**config.mk**
```make
export PLATFORM = sky130hd
export DESIGN_NAME = pipe_stage_reg
export DESIGN_NICKNAME = d
export VERILOG_FILES = /design/src/rtl/pipe_stage_reg.sv
export SDC_FILE = /design/constraint.sdc
export NUM_CORES = 1
export LEC_CHECK = 0
export CELL_PAD_IN_SITES_DETAIL_PLACEMENT = 1
export CELL_PAD_IN_SITES_GLOBAL_PLACEMENT = 1
export CORE_ASPECT_RATIO = 1.4
export CORE_MARGIN = 5
export CORE_UTILIZATION = 29
export DETAILED_ROUTE_END_ITERATION = 8
export PLACE_DENSITY = 0.87
export SYNTH_ARGS = -nofsm -noshare
export SYNTH_HDL_FRONTEND = slang
export SYNTH_SLANG_ARGS = --single-unit
```
**constraint.sdc**
```tcl
create_clock -name clk -period 1.55 [get_ports clk]
set_input_delay 0.155 -clock clk [delete_from_list [all_inputs] [get_ports clk]]
set_output_delay 0.155 -clock clk [all_outputs]
set_load 0.05 [all_outputs]
```
**src/rtl/pipe_stage_reg.sv**
```systemverilog
// Handshaked pipeline stage register with flush-to-bubble and a saturating stall counter.
// Define PIPE_SKID_EN to add a skid entry and register in_ready.
module pipe_stage_reg #(
  parameter int unsigned DATA_W = 32,
  parameter int unsigned CTRL_W = 8,
  parameter int unsigned CNT_W  = 16
) (
  input  logic              clk,
  input  logic              reset,
  input  logic              flush,
  input  logic              in_valid,
  output logic              in_ready,
  input  logic [DATA_W-1:0] in_data,
  input  logic [CTRL_W-1:0] in_ctrl,
  output logic              out_valid,
  input  logic              out_ready,
  output logic [DATA_W-1:0] out_data,
  output logic [CTRL_W-1:0] out_ctrl,
  output logic [1:0]        occupancy,
  output logic [CNT_W-1:0]  stall_cnt
);

  localparam logic [CNT_W-1:0] CNT_MAX = '1;

  logic              r_main_valid;
  logic [DATA_W-1:0] r_main_data;
  logic [CTRL_W-1:0] r_main_ctrl;
  logic [CNT_W-1:0]  r_stall_cnt;

  logic              w_main_valid_nx;
  logic [DATA_W-1:0] w_main_data_nx;
  logic [CTRL_W-1:0] w_main_ctrl_nx;

  logic w_in_xfer;
  logic w_out_xfer;

  assign w_in_xfer  = in_valid && in_ready;
  assign w_out_xfer = r_main_valid && out_ready;

  // ctrl register is zeroed whenever the entry empties, so out_ctrl needs no gating
  assign out_valid = r_main_valid;
  assign out_data  = r_main_data;
  assign out_ctrl  = r_main_ctrl;
  assign stall_cnt = r_stall_cnt;

`ifdef PIPE_SKID_EN
  logic              r_skid_valid;
  logic [DATA_W-1:0] r_skid_data;
  logic [CTRL_W-1:0] r_skid_ctrl;
  logic              r_in_ready;

  logic              w_skid_valid_nx;
  logic [DATA_W-1:0] w_skid_data_nx;
  logic [CTRL_W-1:0] w_skid_ctrl_nx;

  assign in_ready  = r_in_ready && !flush;
  assign occupancy = 2'(r_main_valid) + 2'(r_skid_valid);

  always_comb begin
    w_main_valid_nx = r_main_valid;
    w_main_data_nx  = r_main_data;
    w_main_ctrl_nx  = r_main_ctrl;
    w_skid_valid_nx = r_skid_valid;
    w_skid_data_nx  = r_skid_data;
    w_skid_ctrl_nx  = r_skid_ctrl;
    if (flush) begin
      w_main_valid_nx = 1'b0;
      w_main_ctrl_nx  = '0;
      w_skid_valid_nx = 1'b0;
      w_skid_ctrl_nx  = '0;
    end else if (!r_main_valid || w_out_xfer) begin
      // main is free this edge: refill from skid first to keep ordering
      if (r_skid_valid) begin
        w_main_valid_nx = 1'b1;
        w_main_data_nx  = r_skid_data;
        w_main_ctrl_nx  = r_skid_ctrl;
        if (w_in_xfer) begin
          w_skid_data_nx = in_data;
          w_skid_ctrl_nx = in_ctrl;
        end else begin
          w_skid_valid_nx = 1'b0;
          w_skid_ctrl_nx  = '0;
        end
      end else if (w_in_xfer) begin
        w_main_valid_nx = 1'b1;
        w_main_data_nx  = in_data;
        w_main_ctrl_nx  = in_ctrl;
      end else begin
        w_main_valid_nx = 1'b0;
        w_main_ctrl_nx  = '0;
      end
    end else if (w_in_xfer) begin
      w_skid_valid_nx = 1'b1;
      w_skid_data_nx  = in_data;
      w_skid_ctrl_nx  = in_ctrl;
    end
  end

  always_ff @(posedge clk or posedge reset) begin
    if (reset) begin
      r_skid_valid <= 1'b0;
      r_skid_data  <= '0;
      r_skid_ctrl  <= '0;
      r_in_ready   <= 1'b1;
    end else begin
      r_skid_valid <= w_skid_valid_nx;
      r_skid_data  <= w_skid_data_nx;
      r_skid_ctrl  <= w_skid_ctrl_nx;
      r_in_ready   <= !w_skid_valid_nx;
    end
  end
`else
  assign in_ready  = !flush && (!r_main_valid || out_ready);
  assign occupancy = {1'b0, r_main_valid};

  // a new beat replaces a departing one on the same edge
  always_comb begin
    w_main_valid_nx = r_main_valid;
    w_main_data_nx  = r_main_data;
    w_main_ctrl_nx  = r_main_ctrl;
    if (flush) begin
      w_main_valid_nx = 1'b0;
      w_main_ctrl_nx  = '0;
    end else if (w_in_xfer) begin
      w_main_valid_nx = 1'b1;
      w_main_data_nx  = in_data;
      w_main_ctrl_nx  = in_ctrl;
    end else if (w_out_xfer) begin
      w_main_valid_nx = 1'b0;
      w_main_ctrl_nx  = '0;
    end
  end
`endif

  always_ff @(posedge clk or posedge reset) begin
    if (reset) begin
      r_main_valid <= 1'b0;
      r_main_data  <= '0;
      r_main_ctrl  <= '0;
    end else begin
      r_main_valid <= w_main_valid_nx;
      r_main_data  <= w_main_data_nx;
      r_main_ctrl  <= w_main_ctrl_nx;
    end
  end

  // stall counter is cleared only by reset and saturates at all-ones
  always_ff @(posedge clk or posedge reset) begin
    if (reset) begin
      r_stall_cnt <= '0;
    end else if (r_main_valid && !out_ready && (r_stall_cnt != CNT_MAX)) begin
      r_stall_cnt <= r_stall_cnt + CNT_W'(1);
    end
  end

endmodule

```
==> reports/metrics.yaml, run 1 <==
required_ps: 1750
worst-setup-path-type: "reg2reg"
ys_types: 31
reg2reg_depth: 5
fin_crit_sh_pct: 102
clock_latency_ps: 320
async_flop_share_pct: 100
core_area_sq_um: 8150
fin_crit_ps: 1580
synth_top_area_share_pct: 59.4
syn_area_sq_um: 2400
clockBufferDepth: 2
place_congestion: 0.777
startpoint: "out_valid"
cp.depth: 5
slowest_stage: "dfrtp_2"
fmax_mhz: 634
ant_nets: 0
cp.arrival_ps: 1780
numPortBuffers: 103
cts_tree: "done"
ys_ff_latch: 57
cts_sinks: 57
wl_um: 7820
min_path_type: "in2async"
cts_htree_levels: 3
path_cells: "and2b_2 > nor2_4 > and2_4 > bufbuf_16 > mux2_2"
syn_area_per_cell_sq_um: 13.9
synth_edf_count: 0
synth_common_cells: "dfrtp_1, mux2_2, xor2_1, a22o_1, nor3_1"
synth_fp_nets: 219
cp_max_fo: 5
numCtsBuffers: 9
timing.final.ws_setup_ps: -27.4
syn2layout_area_growth_pct: 78.8
grt_pass1_wl_um: 12300
yosysSeqAreaShare_pct: 59.4
slew_viol_final: 0
via_per_inst: 4.73
row_count: 39
route.met3.wl_um: 531
ys.warnings.count: 0
hold_buffers: 0
crit_path_end: "out_data[9]"
p_total_uw: 5750
yosys_most_used_dff: "dfrtp_1"
post-route-util_pct: 52.7
finalSetupViolCount: 6
path_clk_slew_ps: 50
clockRootBuffer: "clkbuf_16"
io_pins: 105
hold_slack_ps: 258
crit_family: "simple AND/OR/NAND/NOR gates"
finalClockSkew_ps: 5.07
gr-total-overflow: 0
rsz0062_at_grt: "true"
ir_drop_uv: 1040
maxCapViolations: 0
remaining_drc_errors: 0
firstDrtPassIters: 4
drt_iter0_markers: 56
yosysTopAreaCell: "dfrtp_1"
top_layer_used: "met4"
fin_tns_setup_ps: -152
worst_setup_path_start_kind: "flop"
antenna_found_initial: 0
reg2reg_to: "out_data[9]"
end_kind: "flop"
violations: "setup timing"
finalHoldViolCount: 0
p_leak_uw: 0.00198
die_area_sq_um: 10200
drive_above_1_share_pct: 58.9
fin_nets: 362
r2r_start: "out_valid"
yosysMostFrequentCell: "dfrtp_1"
max_stage_delay_ps: 390
wl_met2_um: 4070
post_drt_wl_per_cell_um: 18.5
dpl.hpwl_um: 5590
grt_pass1_vias: 2305
netlist_instances: 173
worst-path-buf-inv: 1
vias: 2001
wl_met1_um: 3070
r2r_slack_ps: -30
design_area_sq_um: 4290
grt_max_degree: 41
antenna_cells: 0
postPlaceCellArea_sq_um: 3690
status: "finished with violations"
initial_utilization_pct: 29.5
die_w_um: 86.9
track_usage_pct: 15.7
powerDensity_nw_per_um2: 1340
synthTopCellsByArea: "dfrtp_1, mux2_2, xor2_1"
die_h_um: 118
layer usage:
layer,up-vias,GRT usage (%)
met5,-,0
met4,0,5.36
met3,12,4.34
met2,80,27.4
met1,1008,18.0
li1,901,-
logic make-up after synthesis:
kind of cell | count (synthesis) | synth area share, %
flops | 57 | 59.4
fa+ha+maj | 1 | 0.521
other cells | 1 | 0.156
mux | 33 | 15.5
xor+xnor | 14 | 5.10
compound gates | 11 | 3.70
buf+inv | 11 | 3.59
simple gates | 45 | 12.1
state kept, by name, indices dropped and copies added (netlist names):
signal / cells
out_ctrl: 8
out_data: 32
out_valid: 1
stall_cnt: 16
worst min path at each step:
stage / cells past startpoint / from / to / slack (ps)
finish: 3 / reset / out_valid / 260
global route: 3 / reset / stall_cnt[9] / 270
CTS: 3 / reset / stall_cnt[14] / 250
detailed placement: 1 / out_data[5] / out_data[5] / 480
global placement: 1 / out_data[5] / out_data[5] / 470
floorplan: 1 / flush / out_valid / 220
placed cells by master, fill, tap and decap left out, types with 2 or more instances in the layout:
cell type / count
a21oi_1: 2
a22o_1: 8
buf_12: 4
buf_4: 88
buf_6: 3
clkbuf_16: 9
clkbuf_8: 2
clkdlybuf4s50_1: 44
clkinv_2: 3
clkinvlp_4: 3
dfrtp_1: 40
dfrtp_2: 17
mux2_2: 6
mux2_4: 27
nand2_1: 6
nand3_1: 4
nand4_1: 5
nor2_1: 3
nor3_2: 4
nor3_4: 2
nor4_4: 6
xor2_1: 13
worst min-delay path: stages:
cell and delay (ps):
clkdlybuf4s50_1 450, clkinvlp_4 90, buf_4 250
report_power, final:
part	switching, uW	internal (uW)	leakage, uW
registers	190	1730	0.000682
logic	1210	807	0.00116
clock network	659	1160	0.000137
total	2060	3690	0.00198
timing repair:
action / 4_1_cts / 5_1_grt
hold endpoints to repair: 0 / 0
resized for setup: 38 / 11
setup buffers: 4 / 6
pin swaps: 1 / 6
endpoints found under the setup margin: 34 / 48
gates cloned: 2 / 0
per-stage QoR:
stage | worst slack (ps) | instances
final | -27.4 | 423
after global routing | -93.2 | 423
after CTS | -48.6 | 419
after global placement | -256 | 397
after floorplan | -417 | 173
after detailed placement | -316 | 397
layout make-up:
type | instances | area [sq um]
Fill cell | 828 | 3850
Sequential cell | 57 | 1450
Clock buffer | 11 | 253
Timing Repair Buffer | 141 | 1260
Inverter | 2 | 11.3
Multi-Input combinational cell | 105 | 1160
Tap cell | 102 | 128
Clock inverter | 5 | 30.0
Power figures use the tool's default switching activity.
==> run 2: changes to the inputs <==
--- a/config.mk
+++ b/config.mk
@@ -8,10 +8,10 @@
 export CELL_PAD_IN_SITES_DETAIL_PLACEMENT = 1
 export CELL_PAD_IN_SITES_GLOBAL_PLACEMENT = 1
 export CORE_ASPECT_RATIO = 1.4
-export CORE_MARGIN = 5
 export CORE_UTILIZATION = 29
 export DETAILED_ROUTE_END_ITERATION = 8
 export PLACE_DENSITY = 0.87
+export SLEW_MARGIN = 20
 export SYNTH_ARGS = -nofsm -noshare
 export SYNTH_HDL_FRONTEND = slang
 export SYNTH_SLANG_ARGS = --single-unit
==> constraint.sdc (replaced) <==
create_clock -name clk -period 1.45 [get_ports clk]
set_input_delay 0.145 -clock clk [delete_from_list [all_inputs] [get_ports clk]]
set_output_delay 0.145 -clock clk [all_outputs]
set_load 0.05 [all_outputs]
==> run 2 against run 1 <==
The run still ends with setup timing left; non-clock buffer count is 17 higher; maximum frequency is 1.0% higher; clock power is 8% lower; final area is 8.1% higher; via count is 3.2% higher; critical path depth stayed put; critical path type unchanged; largest cell class is now buffers.
==> reports/metrics.yaml, run 2 (same netlist as run 1, synthesis figures left out) <==
status: "finished with violations"
violations: "setup timing"
fillers: 775
p_total_uw: 6280
wl_um: 8120
ir_drop_uv: 915
place_congestion: 0.772
required_ps: 1660
swShare_pct: 35.8
timing.final.ws_setup_ps: -112
r2r_start: "out_valid"
largest_reg_flops: 32
fin_tns_setup_ps: -3680
ant_nets: 0
clockBufferDepth: 2
startpoint: "out_valid"
antenna_found_initial: 0
fin_nets: 379
crit_family: "simple AND/OR/NAND/NOR gates"
powerDensity_nw_per_um2: 1350
path_clk_slew_ps: 70
post-route-util_pct: 58.8
cp.arrival_ps: 1780
track_usage_pct: 16.9
finalNonFillerCells: 438
gr-total-overflow: 0
clock_power_share_pct: 26.7
cts_sinks: 57
place_inst: 405
core_area_sq_um: 7890
drive_above_1_share_pct: 61.5
grt_pass1_wl_um: 10900
worst-setup-path-type: "reg2reg"
rsz0062_at_grt: "true"
numPortBuffers: 103
maxCapViolations: 0
clockRootBuffer: "clkbuf_8"
syn2layout_area_growth_pct: 93.3
fin_crit_ps: 1560
pwr-share-comb_pct: 40.8
intPower_uw: 4030
die_area_sq_um: 8660
row_count: 38
io_pins: 105
post_drt_wl_per_cell_um: 18.5
min_path_type: "in2async"
path_cells: "and2b_2 > nor2_4 > and2_4 > buf_8 > mux2_4"
worst_setup_path_start_kind: "flop"
die_w_um: 78.9
end_kind: "flop"
firstDrtPassIters: 4
clock_latency_ps: 340
worst-path-buf-inv: 1
fmax_mhz: 640
slew_viol_final: 0
finalClockSkew_ps: 15.4
die_h_um: 110
finalHoldViolCount: 0
drt_iter0_markers: 86
remaining_drc_errors: 0
cts_htree_levels: 3
dpl.hpwl_um: 5180
switchingPower_uw: 2250
slowest_stage: "dfrtp_2"
numCtsBuffers: 9
finalSetupViolCount: 49
pwr-share-seq_pct: 32.5
p_leak_uw: 0.00215
fin_crit_sh_pct: 108
vias: 2066
hold_slack_ps: 240
via_per_inst: 4.72
grt_max_degree: 58
antenna_cells: 0
final_cell_mix: "buf_4, clkdlybuf4s50_1, dfrtp_1"
cts_tree: "done"
grt_pass1_vias: 2171
cp_max_fo: 9
max_stage_delay_ps: 400
initial_utilization_pct: 30.4
final_common_cell: "buf_4"
run 2: cell types whose count changed in the layout (fill, tap and decap cells not counted), sizes merged:
cell      delta
buf         +16
clkinvlp     -1
bufbuf       -1
bufinv       +2
clkinv       -2
clkbuf       +3
run 2: metrics by stage:
step | area, sq um | worst slack [ps]
after floorplan | 2550 | -517
after global placement | 3970 | -375
after detailed placement | 3970 | -460
after CTS | 4330 | -99.0
after global routing | 4640 | -161
final | 4640 | -112
run 2: what timing repair did:
action | CTS | global route
pin swaps | 7 | 11
buffers inserted | 7 | 7
endpoints found under the setup margin | 49 | 51
hold buffers | 0 | 0
gates cloned | 0 | 3
gates resized for setup | 16 | 48
run 2: final timing paths:
kind / endpoint / slack [ps] / cells after the start
min in group clk: out_ctrl[7] / 410 / 2
worst max-delay path: out_data[16] / -110 / 5
worst min-delay path: out_data[11] / 240 / 3
max in group asynchronous: out_valid / 910 / 3
worst min register to register: out_ctrl[0] / 520 / 1
worst max register to register: out_data[16] / -110 / 5
run 2: layout make-up:
| class | instances | area [sq um] | area share, % |
|---|---|---|---|
| repair buffers | 158 | 1590 | 34.2 |
| flip-flops and latches | 57 | 1450 | 31.2 |
| multi-input cells | 105 | 1250 | 26.9 |
| clock buffers | 12 | 145 | 3.13 |
| well taps | 100 | 125 | 2.69 |
| clock inverters | 4 | 76.3 | 1.64 |
| inverters | 2 | 11.3 | 0.243 |
run 2: power groups by stage:
stage | clock (uW) | combinational [uW] | sequential (uW)
2_1_floorplan | 0 | 394 | 2890
3_3_place_gp | 0 | 2230 | 2020
3_5_place_dp | 0 | 2290 | 2040
4_1_cts | 1710 | 2380 | 2020
5_1_grt | 1820 | 2670 | 2060
6_report | 1680 | 2560 | 2040
run 2: layer usage:
metal  wire length, um  vias up  global-route usage [%]
met2              4370       82                    30.2
met1              3230     1044                    18.7
li1                  -      933                       -
met3               453        7                    3.98
met5                 0        -                       0
met4                65        0                    8.57
run 2: worst reg2reg max path, cell delays in order, from the launching register on:
cell     delay, ps
dfrtp_2        400
and2b_2        220
nor2_4          90
and2_4         250
buf_8          180
mux2_4         310
==> run 3: changes to the inputs <==
==> constraint.sdc (replaced) <==
create_clock -name clk -period 1.45 [get_ports clk]
set_input_delay 0.145 -clock clk [delete_from_list [all_inputs] [get_ports clk]]
set_output_delay 0.145 -clock clk [all_outputs]
set_load 0.005 [all_outputs]
==> run 3 against run 2 <==
The run still ends with setup timing left; non-clock buffer count did not move; sequential cell count stayed put; die area did not move; clock power is 21% lower; setup slack worse by 40 ps; count of clock-buffer cells in the layout up 2; maximum frequency down 2.5%; sequential power about the same; clock skew decreased by 11 ps; critical endpoint is now out_data[8]; largest cell class unchanged; largest power group is now registers.
==> reports/metrics.yaml, run 3 (same netlist as run 1, synthesis figures left out) <==
status: "finished with violations"
clockRootBuffer: "clkbuf_8"
violations: "setup timing"
clock_power_share_pct: 26.4
min_path_type: "in2async"
r2r_slack_ps: -150
grt_pass1_vias: 2306
clock_latency_ps: 320
cts_tree: "done"
ir_drop_uv: 732
io_pins: 105
vias: 2082
worst_setup_path_start_kind: "flop"
reg2reg_to: "out_data[8]"
cts_htree_levels: 3
gr-total-overflow: 0
initial_utilization_pct: 30.4
reg2reg_depth: 5
remaining_drc_errors: 0
fin_crit_sh_pct: 110
switchingPower_uw: 1350
place_congestion: 0.799
powerDensity_nw_per_um2: 1100
core_area_sq_um: 7890
end_kind: "flop"
largest_reg_flops: 32
maxCapViolations: 0
die_w_um: 78.9
drt_iter0_markers: 51
fillers: 802
slowest_stage: "dfrtp_1"
dpl_worst_slack_ps: -398
seq_area_sq_um: 1430
path_clk_slew_ps: 60
worst-setup-path-type: "reg2reg"
grt_pass1_wl_um: 12400
post_drt_wl_per_cell_um: 19.7
finalClockSkew_ps: 4.21
die_h_um: 110
pwr-share-seq_pct: 40.8
grt_max_degree: 58
die_area_sq_um: 8660
drive_above_1_share_pct: 41.4
place_inst: 400
numPortBuffers: 103
slew_viol_final: 0
timing.final.ws_setup_ps: -152
required_ps: 1660
multi_input_area_sq_um: 1220
intPower_uw: 3640
r2r_start: "out_valid"
via_per_inst: 4.75
p_leak_uw: 0.00208
final_cell_mix: "clkdlybuf4s50_1, dfrtp_1, buf_4"
fmax_mhz: 624
firstDrtPassIters: 4
finalHoldViolCount: 0
post-route-util_pct: 57.7
row_count: 38
crit_path_end: "out_data[8]"
syn2layout_area_growth_pct: 89.6
pwr-share-comb_pct: 32.8
cts_sinks: 57
fin_nets: 379
antenna_cells: 0
max_stage_delay_ps: 390
finalSetupViolCount: 54
antenna_found_initial: 0
cp_max_fo: 8
wl_um: 8620
final_common_cell: "clkdlybuf4s50_1"
clockBufferDepth: 2
ant_nets: 0
cp.arrival_ps: 1810
path_cells: "and2b_2 > nor2_4 > and2_4 > clkbuf_16 > mux2_4"
fin_crit_ps: 1600
startpoint: "out_valid"
numCtsBuffers: 9
finalNonFillerCells: 438
rsz0062_at_grt: "true"
track_usage_pct: 19.3
swShare_pct: 27.1
dpl.hpwl_um: 4870
p_total_uw: 4990
run 3: cell count changes in the layout (fill, tap and decap cells not counted), moves of 2 or more:
cell             delta
dfrtp_2            -11
dfrtp_1            +11
nor3_2              +4
buf_4              -51
buf_6               +5
nor3_4              -4
bufinv_16           -2
buf_12             -14
clkdlybuf4s50_1    +40
dlygate4sd2_1      +16
run 3: metrics by stage:
| stage | instance area (sq um) | setup TNS [ps] | hold slack, ps |
|---|---|---|---|
| 6_report | 4550 | -5390 | 232 |
| 4_1_cts | 4270 | -3770 | 243 |
| 3_5_place_dp | 3790 | -15370 | 485 |
| 5_1_grt | 4550 | -7820 | 276 |
| 3_3_place_gp | 3790 | -13120 | 468 |
| 2_1_floorplan | 2440 | -3410 | 211 |
run 3: timing repair:
item                                    in CTS  in global routing
endpoints found under the setup margin      70                 57
resized for setup                           70                 43
pin swaps                                    6                 17
setup buffers                               12                  8
gates cloned                                 1                  3
hold buffers                                 0                  0
run 3: final cells by class:
type | instances | area share (%)
Timing Repair Buffer | 158 | 35.0
Clock inverter | 2 | 0.275
Clock buffer | 14 | 3.57
Inverter | 2 | 0.247
Tap cell | 100 | 2.75
Sequential cell | 57 | 31.5
Multi-Input combinational cell | 105 | 26.7
run 3: routing by layer:
layer  vias up  GRT usage, %  routed length [um]
li1        936             -                   -
met1      1059          22.1                3390
met2        74          35.0                4700
met3        13          4.65                 379
met4         0          6.62                 145
met5         -             0                   0
run 3: power by group through the flow:
stage,Sequential [uW],Combinational [uW],Clock (uW)
floorplan,2040,354,0
global placement,2000,1220,0
detailed placement,2010,1260,0
CTS,2000,1460,1360
global route,2050,1740,1420
finish,2040,1630,1320
run 3: critical path: cells and delay by family (launching register included):
family | cells | cell delay (ps)
multiplexers | 1 | 310
buffers and inverters | 1 | 200
flip-flops | 1 | 390
AND/OR/NAND/NOR | 3 | 580
run 3: worst min path at each step:
stage,end,slack [ps],depth (start not counted),start
global route,out_data[8],280,3,reset
CTS,out_data[0],240,3,reset
finish,out_data[0],230,3,reset
detailed placement,out_data[13],490,1,out_data[13]
global placement,out_data[5],470,1,out_data[5]
floorplan,out_valid,210,1,flush
